## src/rtl/wash_phase_if.sv

```systemverilog
// Signal bundle between the washing-machine controller and the phase timer.
// The controller side is master; the timer side is slave.
interface wash_phase_if #(
   parameter int CNT_W = 16
);
   logic             lock;
   logic             motor;
   logic             drain_valve;
   logic             drained;
   logic             cycle_timeout;
   logic             spin;
   logic             spin_motor;
   logic             fault;
   logic [2:0]       phase;
   logic [CNT_W-1:0] remaining;

   modport master (
      output lock, motor, drain_valve, drained,
      input  cycle_timeout, spin, spin_motor, fault, phase, remaining
   );

   modport slave (
      input  lock, motor, drain_valve, drained,
      output cycle_timeout, spin, spin_motor, fault, phase, remaining
   );
endinterface

```

## src/rtl/wash_phase_timer.sv

```systemverilog
// Times the wash and spin phases and watchdogs draining for the washer controller.
// A shared prescaler produces ticks; a shared counter holds ticks left (or ticks spent draining).
//
// state       | meaning
// ------------+---------------------------------------------------------
// S_IDLE      | no cycle running, waiting for lock && motor
// S_WASH      | counting motor-on ticks down from WASH_TICKS
// S_WASH_DONE | wash time elapsed, cycle_timeout held until motor drops
// S_DRAIN     | counting drain ticks up towards DRAIN_MAX, watching drained
// S_SPIN      | spin motor on, counting down from SPIN_TICKS
// S_SPIN_DONE | spin finished, spin held until lock drops
// S_FAULT     | drain watchdog expired; held until reset
module wash_phase_timer #(
   parameter int TICK_DIV   = 1000,
   parameter int WASH_TICKS = 30,
   parameter int SPIN_TICKS = 10,
   parameter int DRAIN_MAX  = 20,
   parameter int CNT_W      = 16
) (
   input  logic         clk,
   input  logic         rst,
   wash_phase_if.slave  bus
);

   localparam int               PRE_W    = (TICK_DIV > 1) ? $clog2(TICK_DIV) : 1;
   localparam logic [PRE_W-1:0] PRE_LAST = PRE_W'(TICK_DIV - 1);

   typedef enum logic [2:0] {
      S_IDLE      = 3'd0,
      S_WASH      = 3'd1,
      S_WASH_DONE = 3'd2,
      S_DRAIN     = 3'd3,
      S_SPIN      = 3'd4,
      S_SPIN_DONE = 3'd5,
      S_FAULT     = 3'd6
   } state_t;

   state_t           state_q, state_d;
   logic [CNT_W-1:0] cnt_q, cnt_d;
   logic [CNT_W-1:0] remaining_q, remaining_d;
   logic [PRE_W-1:0] pre_q, pre_d;
   logic             cycle_timeout_q, cycle_timeout_d;
   logic             spin_q, spin_d;
   logic             spin_motor_q, spin_motor_d;
   logic             fault_q, fault_d;
   logic             run;
   logic             tick;

   always_ff @(posedge clk or negedge rst) begin
      if (!rst) begin
         state_q         <= S_IDLE;
         cnt_q           <= '0;
         pre_q           <= '0;
         remaining_q     <= '0;
         cycle_timeout_q <= 1'b0;
         spin_q          <= 1'b0;
         spin_motor_q    <= 1'b0;
         fault_q         <= 1'b0;
      end else begin
         state_q         <= state_d;
         cnt_q           <= cnt_d;
         pre_q           <= pre_d;
         remaining_q     <= remaining_d;
         cycle_timeout_q <= cycle_timeout_d;
         spin_q          <= spin_d;
         spin_motor_q    <= spin_motor_d;
         fault_q         <= fault_d;
      end
   end

   always_comb begin
      state_d = state_q;
      cnt_d   = cnt_q;
      run     = 1'b0;
      tick    = (pre_q == PRE_LAST);

      // lock=0 is checked first in every running state so an abort beats any expiry.
      unique case (state_q)
         S_IDLE: begin
            if (bus.lock && bus.motor) begin
               state_d = S_WASH;
               cnt_d   = CNT_W'(WASH_TICKS);
            end
         end
         S_WASH: begin
            if (!bus.lock) begin
               state_d = S_IDLE;
               cnt_d   = '0;
            end else if (bus.motor) begin
               run = 1'b1;
               if (tick) begin
                  if (cnt_q == CNT_W'(1)) begin
                     state_d = S_WASH_DONE;
                     cnt_d   = '0;
                  end else if (cnt_q != '0) begin
                     cnt_d = cnt_q - 1'b1;
                  end
               end
            end
         end
         S_WASH_DONE: begin
            if (!bus.lock) begin
               state_d = S_IDLE;
               cnt_d   = '0;
            end else if (!bus.motor) begin
               state_d = S_DRAIN;
               cnt_d   = '0;
            end
         end
         S_DRAIN: begin
            if (!bus.lock) begin
               state_d = S_IDLE;
               cnt_d   = '0;
            end else if (bus.drained) begin
               state_d = S_SPIN;
               cnt_d   = CNT_W'(SPIN_TICKS);
            end else if (bus.drain_valve) begin
               run = 1'b1;
               if (tick) begin
                  cnt_d = cnt_q + 1'b1;
                  if (cnt_d == CNT_W'(DRAIN_MAX)) begin
                     state_d = S_FAULT;
                     cnt_d   = '0;
                  end
               end
            end
         end
         S_SPIN: begin
            if (!bus.lock) begin
               state_d = S_IDLE;
               cnt_d   = '0;
            end else begin
               run = 1'b1;
               if (tick) begin
                  if (cnt_q == CNT_W'(1)) begin
                     state_d = S_SPIN_DONE;
                     cnt_d   = '0;
                  end else if (cnt_q != '0) begin
                     cnt_d = cnt_q - 1'b1;
                  end
               end
            end
         end
         S_SPIN_DONE: begin
            if (!bus.lock) begin
               state_d = S_IDLE;
            end
         end
         S_FAULT: begin
            cnt_d = '0;
         end
         default: begin
            state_d = S_IDLE;
            cnt_d   = '0;
         end
      endcase

      pre_d = pre_q;
      if (run) begin
         pre_d = tick ? '0 : pre_q + 1'b1;
      end
      if (state_d != state_q) begin
         pre_d = '0;
      end

      cycle_timeout_d = (state_d == S_WASH_DONE);
      spin_d          = (state_d == S_SPIN_DONE);
      spin_motor_d    = (state_d == S_SPIN);
      fault_d         = (state_d == S_FAULT);

      remaining_d = '0;
      if (state_d == S_WASH || state_d == S_SPIN) begin
         remaining_d = cnt_d;
      end else if (state_d == S_DRAIN) begin
         remaining_d = CNT_W'(DRAIN_MAX) - cnt_d;
      end
   end

   assign bus.phase         = state_q;
   assign bus.remaining     = remaining_q;
   assign bus.cycle_timeout = cycle_timeout_q;
   assign bus.spin          = spin_q;
   assign bus.spin_motor    = spin_motor_q;
   assign bus.fault         = fault_q;

endmodule

```

## src/flat_wrapper.sv

```systemverilog
// flat-port wrapper written by rule: the top's interface ports become plain ports
module wash_phase_timer_flat 
#(
   parameter int TICK_DIV   = 1000,
   parameter int WASH_TICKS = 30,
   parameter int SPIN_TICKS = 10,
   parameter int DRAIN_MAX  = 20,
   parameter int CNT_W      = 16
)
  (clk, rst, bus_lock, bus_motor, bus_drain_valve, bus_drained, bus_cycle_timeout, bus_spin, bus_spin_motor, bus_fault, bus_phase, bus_remaining);
  wash_phase_if #(.CNT_W(CNT_W)) bus_i ();
  input  logic clk;
  input  logic rst;
  input wire logic [$bits(bus_i.lock)-1:0] bus_lock;
  input wire logic [$bits(bus_i.motor)-1:0] bus_motor;
  input wire logic [$bits(bus_i.drain_valve)-1:0] bus_drain_valve;
  input wire logic [$bits(bus_i.drained)-1:0] bus_drained;
  output wire logic [$bits(bus_i.cycle_timeout)-1:0] bus_cycle_timeout;
  output wire logic [$bits(bus_i.spin)-1:0] bus_spin;
  output wire logic [$bits(bus_i.spin_motor)-1:0] bus_spin_motor;
  output wire logic [$bits(bus_i.fault)-1:0] bus_fault;
  output wire logic [$bits(bus_i.phase)-1:0] bus_phase;
  output wire logic [$bits(bus_i.remaining)-1:0] bus_remaining;
  assign bus_i.lock = bus_lock;
  assign bus_i.motor = bus_motor;
  assign bus_i.drain_valve = bus_drain_valve;
  assign bus_i.drained = bus_drained;
  assign bus_cycle_timeout = bus_i.cycle_timeout;
  assign bus_spin = bus_i.spin;
  assign bus_spin_motor = bus_i.spin_motor;
  assign bus_fault = bus_i.fault;
  assign bus_phase = bus_i.phase;
  assign bus_remaining = bus_i.remaining;
  wash_phase_timer #(.TICK_DIV(TICK_DIV), .WASH_TICKS(WASH_TICKS), .SPIN_TICKS(SPIN_TICKS), .DRAIN_MAX(DRAIN_MAX), .CNT_W(CNT_W)) u_core (.clk(clk), .rst(rst), .bus(bus_i));
endmodule
```

## config.mk

```make
export PLATFORM = sky130hd
export DESIGN_NAME = wash_phase_timer_flat
export DESIGN_NICKNAME = d
export VERILOG_FILES = /design/src/rtl/wash_phase_if.sv /design/src/rtl/wash_phase_timer.sv /design/src/flat_wrapper.sv
export SDC_FILE = /design/constraint.sdc
export NUM_CORES = 1
export LEC_CHECK = 0
export ABC_AREA = 1
export BUFFER_PORTS_ARGS = -buffer_cell sky130_fd_sc_hd__buf_2
export CAP_MARGIN = 20
export CORE_UTILIZATION = 37
export DETAILED_ROUTE_END_ITERATION = 12
export PLACE_DENSITY = 0.54
export SYNTH_ARGS = -nofsm -noshare
export SYNTH_HDL_FRONTEND = slang
export SYNTH_SLANG_ARGS = --single-unit
```

## constraint.sdc

```tcl
create_clock -name clk -period 2.3 [get_ports clk]
set_input_delay 0.46 -clock clk [delete_from_list [all_inputs] [get_ports clk]]
set_output_delay 0.46 -clock clk [all_outputs]
set_load 0.02 [all_outputs]
```

==> out/results.tsv <==
metric	value	unit
drive_gt1_share	44.40	%
grt_overflow	0	
route.detailed.drc	0	
num_vias	5967	
critPathKind	reg -> reg	
dp_hpwl	13.98	mm
synthTopCellsByCount	nand2_1, nor2_1, inv_1	
cp-start-kind	flop	
internal_power	2.526	mW
clock_path_buffers	2	
seqPwrFrac	23.3	%
dieArea	13160	µm²
cts_tree	done	
synth_nets	787	
initial_core_util	38.50	%
power.total	4.371	mW
status	finished, violations left	
core_area	12210	µm²
synth-async-reset-ratio	100.0	%
grt_antenna_before_repair	0	
worst_ep_required_time	2.50	ns
fin_nets	1020	
synth_edf_count	0	
syn_area_per_cell	6.067	µm²
synthFlopType	dfrtp_1	
drv_slew	0	
drv_cap	0	
htreeDepth	2	
fmax	367.1	MHz
ios	29	
worstMarginPinSlew	0.6958	ns
post_synth_inst_count	775	
synthMostInstantiatedCell	nand2_1	
cts.sinks	49	
ir_drop	0.0003962	V
clk_pin_slew	0.07	ns
stdcell_area	7468	µm²
finalHoldViolCount	0	
placed_area	6361	µm²
setup_viol	32	
crit_arrival	2.93	ns
relSlewSlack	53.62	%
gp_congestion	0.9375	
area_delta_synth_final	58.83	%
row_count	40	
violations	negative setup slack	
end_kind	flop	
swShare	42.22	%
synth_area	4702	µm²
yosys_warnings	0	
yosys.area.top_type_share	26.08	%
die_width	114.7	µm
wl	18.82	mm
fin_skew	0.007999	ns
finalCritPeriodShare	118.4	%
p_per_area	585.2	nW/µm²
nFillCells	1140	
insertion_delay	0.31	ns
cts_root_buf	clkbuf_16	
fin_crit	2.724	ns
io_buffers	28	
combinationalPowerShare	56.2	%
cts_made_buffers	5	
drtAntennaViolNets	0	
grt_max_degree	50	
fin_util	61.16	%
seq_area_frac_synth	26.08	%
switchingPower	1.845	mW
netlist.top_cell.by_area	dfrtp_1	
ys_types	46	
grt_pass1_vias	5912	
hold_class	in -> async	
cellLeakagePower	3.797	nW
synth.area.top_cells	dfrtp_1, nand2_1, nor2_1, nand3_1, inv_1	
avgRoutedWirePerCell	15.99	µm
first_iter_violations	461	
firstDrtPassIters	5	
crit_fanout	4	
post_drt_via_cell_ratio	5.070	
grtUsageTotal	29.64	%
grt_setup_unrepaired	yes	
grt_pass1_wl	29.84	mm
die_h	114.7	µm
clkPwrFrac	20.5	%
ys_seq_elements	49	
diodes	0	
fin_ws	-0.4237	ns
cells by family (layout without fill, tap and decap cells):
| kind of cell | count (synthesis) | count (layout) | synth area share, % |
|---|---|---|---|
| xor gates and xnor gates | 13 | 13 | 2.422 |
| AOI/OAI and AO/OA | 104 | 105 | 12.56 |
| adders and majority gates | 6 | 6 | 1.597 |
| buffers and inverters | 111 | 341 | 9.952 |
| and+or+nand+nor | 492 | 495 | 47.39 |
| DFF | 49 | 49 | 26.08 |
metal layers:
layer	track usage [%]	part of all wire, %	up-vias	wire (µm)
met4	11.60	3.5	0	656
met1	40.47	46	2792	8732
li1	-	-	2963	-
met5	0	0	-	0
met3	4.006	5.0	47	944
met2	47.64	45	165	8483
final cells by class:
type,count,area (µm²),share of cell area (%)
Clock buffer,5,125.1,1.675
Clock inverter,3,43.79,0.5864
Multi-Input combinational cell,619,3635,48.67
Sequential cell,49,1241,16.62
Tap cell,168,210.2,2.815
Inverter,90,367.9,4.925
Timing Repair Buffer,243,1846,24.71
state kept, by name (all words and copies together), names as in the netlist:
signal                    cells
u_core.bus.cycle_timeout      1
u_core.bus.fault              1
u_core.bus.phase              3
u_core.bus.remaining         16
u_core.bus.spin               1
u_core.bus.spin_motor         1
u_core.cnt_q                 16
u_core.pre_q                 10
what timing repair did:
item                       in CTS  in global routing
pin swaps                      36                 51
resized for setup              83                126
gates cloned                    3                  1
hold buffers                    0                  0
buffers inserted               16                 21
setup endpoints to repair      33                 43
metrics by stage:
| step | worst slack, ns | cells | setup TNS, ns | hold WS, ns |
|---|---|---|---|---|
| 6_report | -0.4237 | 1177 | -9.876 | 0.2582 |
| 5_1_grt | -0.5786 | 1177 | -14.93 | 0.3238 |
| 4_1_cts | -0.4849 | 1156 | -9.585 | 0.2952 |
| 3_5_place_dp | -0.6176 | 1132 | -13.63 | 0.5825 |
| 3_3_place_gp | -0.6444 | 1132 | -14.45 | 0.5661 |
| 2_1_floorplan | -0.1284 | 775 | -0.6734 | 0.1644 |
placed cells by master, fill, tap and decap left out, drive strengths merged, types with 6 or more instances in the layout:
master	Yosys	layout
o22ai	10	10
o21ai	50	50
a21oi	35	36
inv	85	87
ha	6	6
nor3	13	13
buf	17	243
nand3	64	64
nand2	285	287
dfrtp	49	49
nor2	99	100
nand4	23	23
xor2	12	12
power groups by stage:
| stage | Combinational [mW] | Sequential (mW) | Clock [mW] |
|---|---|---|---|
| after floorplan | 1.07 | 1.01 | 0 |
| after global placement | 1.92 | 1.01 | 0 |
| after detailed placement | 1.92 | 1.02 | 0 |
| after CTS | 2.12 | 1.00 | 0.924 |
| after global routing | 2.66 | 1.02 | 0.940 |
| final | 2.46 | 1.02 | 0.898 |
critical path: stages, from the launching register on:
cell      delay (ns)
dfrtp_2         0.46
buf_4           0.16
inv_4           0.06
buf_6           0.12
ha_4            0.17
nand3_2         0.11
buf_4           0.14
nand2_1         0.04
nand4_1         0.12
nand2_2         0.12
nand2_1         0.08
nand2_1         0.06
nand2_1         0.05
nand2_1         0.05
nand2_1         0.06
nand2_2         0.14
inv_1           0.09
buf_4           0.14
nand2_1         0.09
nor2_1          0.06
nand3b_1        0.10
nand3_2         0.09
nand3_2         0.07
nand2_1         0.04
path summary, 6_finish.rpt:
check / startpoint / end / slack, ns / cells past startpoint
worst max-delay path: u_core.cnt_q[0]$_DFF_PN0_ / u_core.bus.remaining[12]$_DFF_PN0_ / -0.42 / 23
worst min-delay path: rst / u_core.pre_q[5]$_DFFE_PN0P_ / 0.26 / 2
worst max register to register: u_core.cnt_q[0]$_DFF_PN0_ / u_core.bus.remaining[12]$_DFF_PN0_ / -0.42 / 23
worst min register to register: u_core.pre_q[0]$_DFFE_PN0P_ / u_core.pre_q[0]$_DFFE_PN0P_ / 0.58 / 2
max in group asynchronous: rst / u_core.cnt_q[1]$_DFF_PN0_ / 1.52 / 2
min in group clk: u_core.pre_q[0]$_DFFE_PN0P_ / u_core.pre_q[0]$_DFFE_PN0P_ / 0.58 / 2
Power figures use the tool's default switching activity.
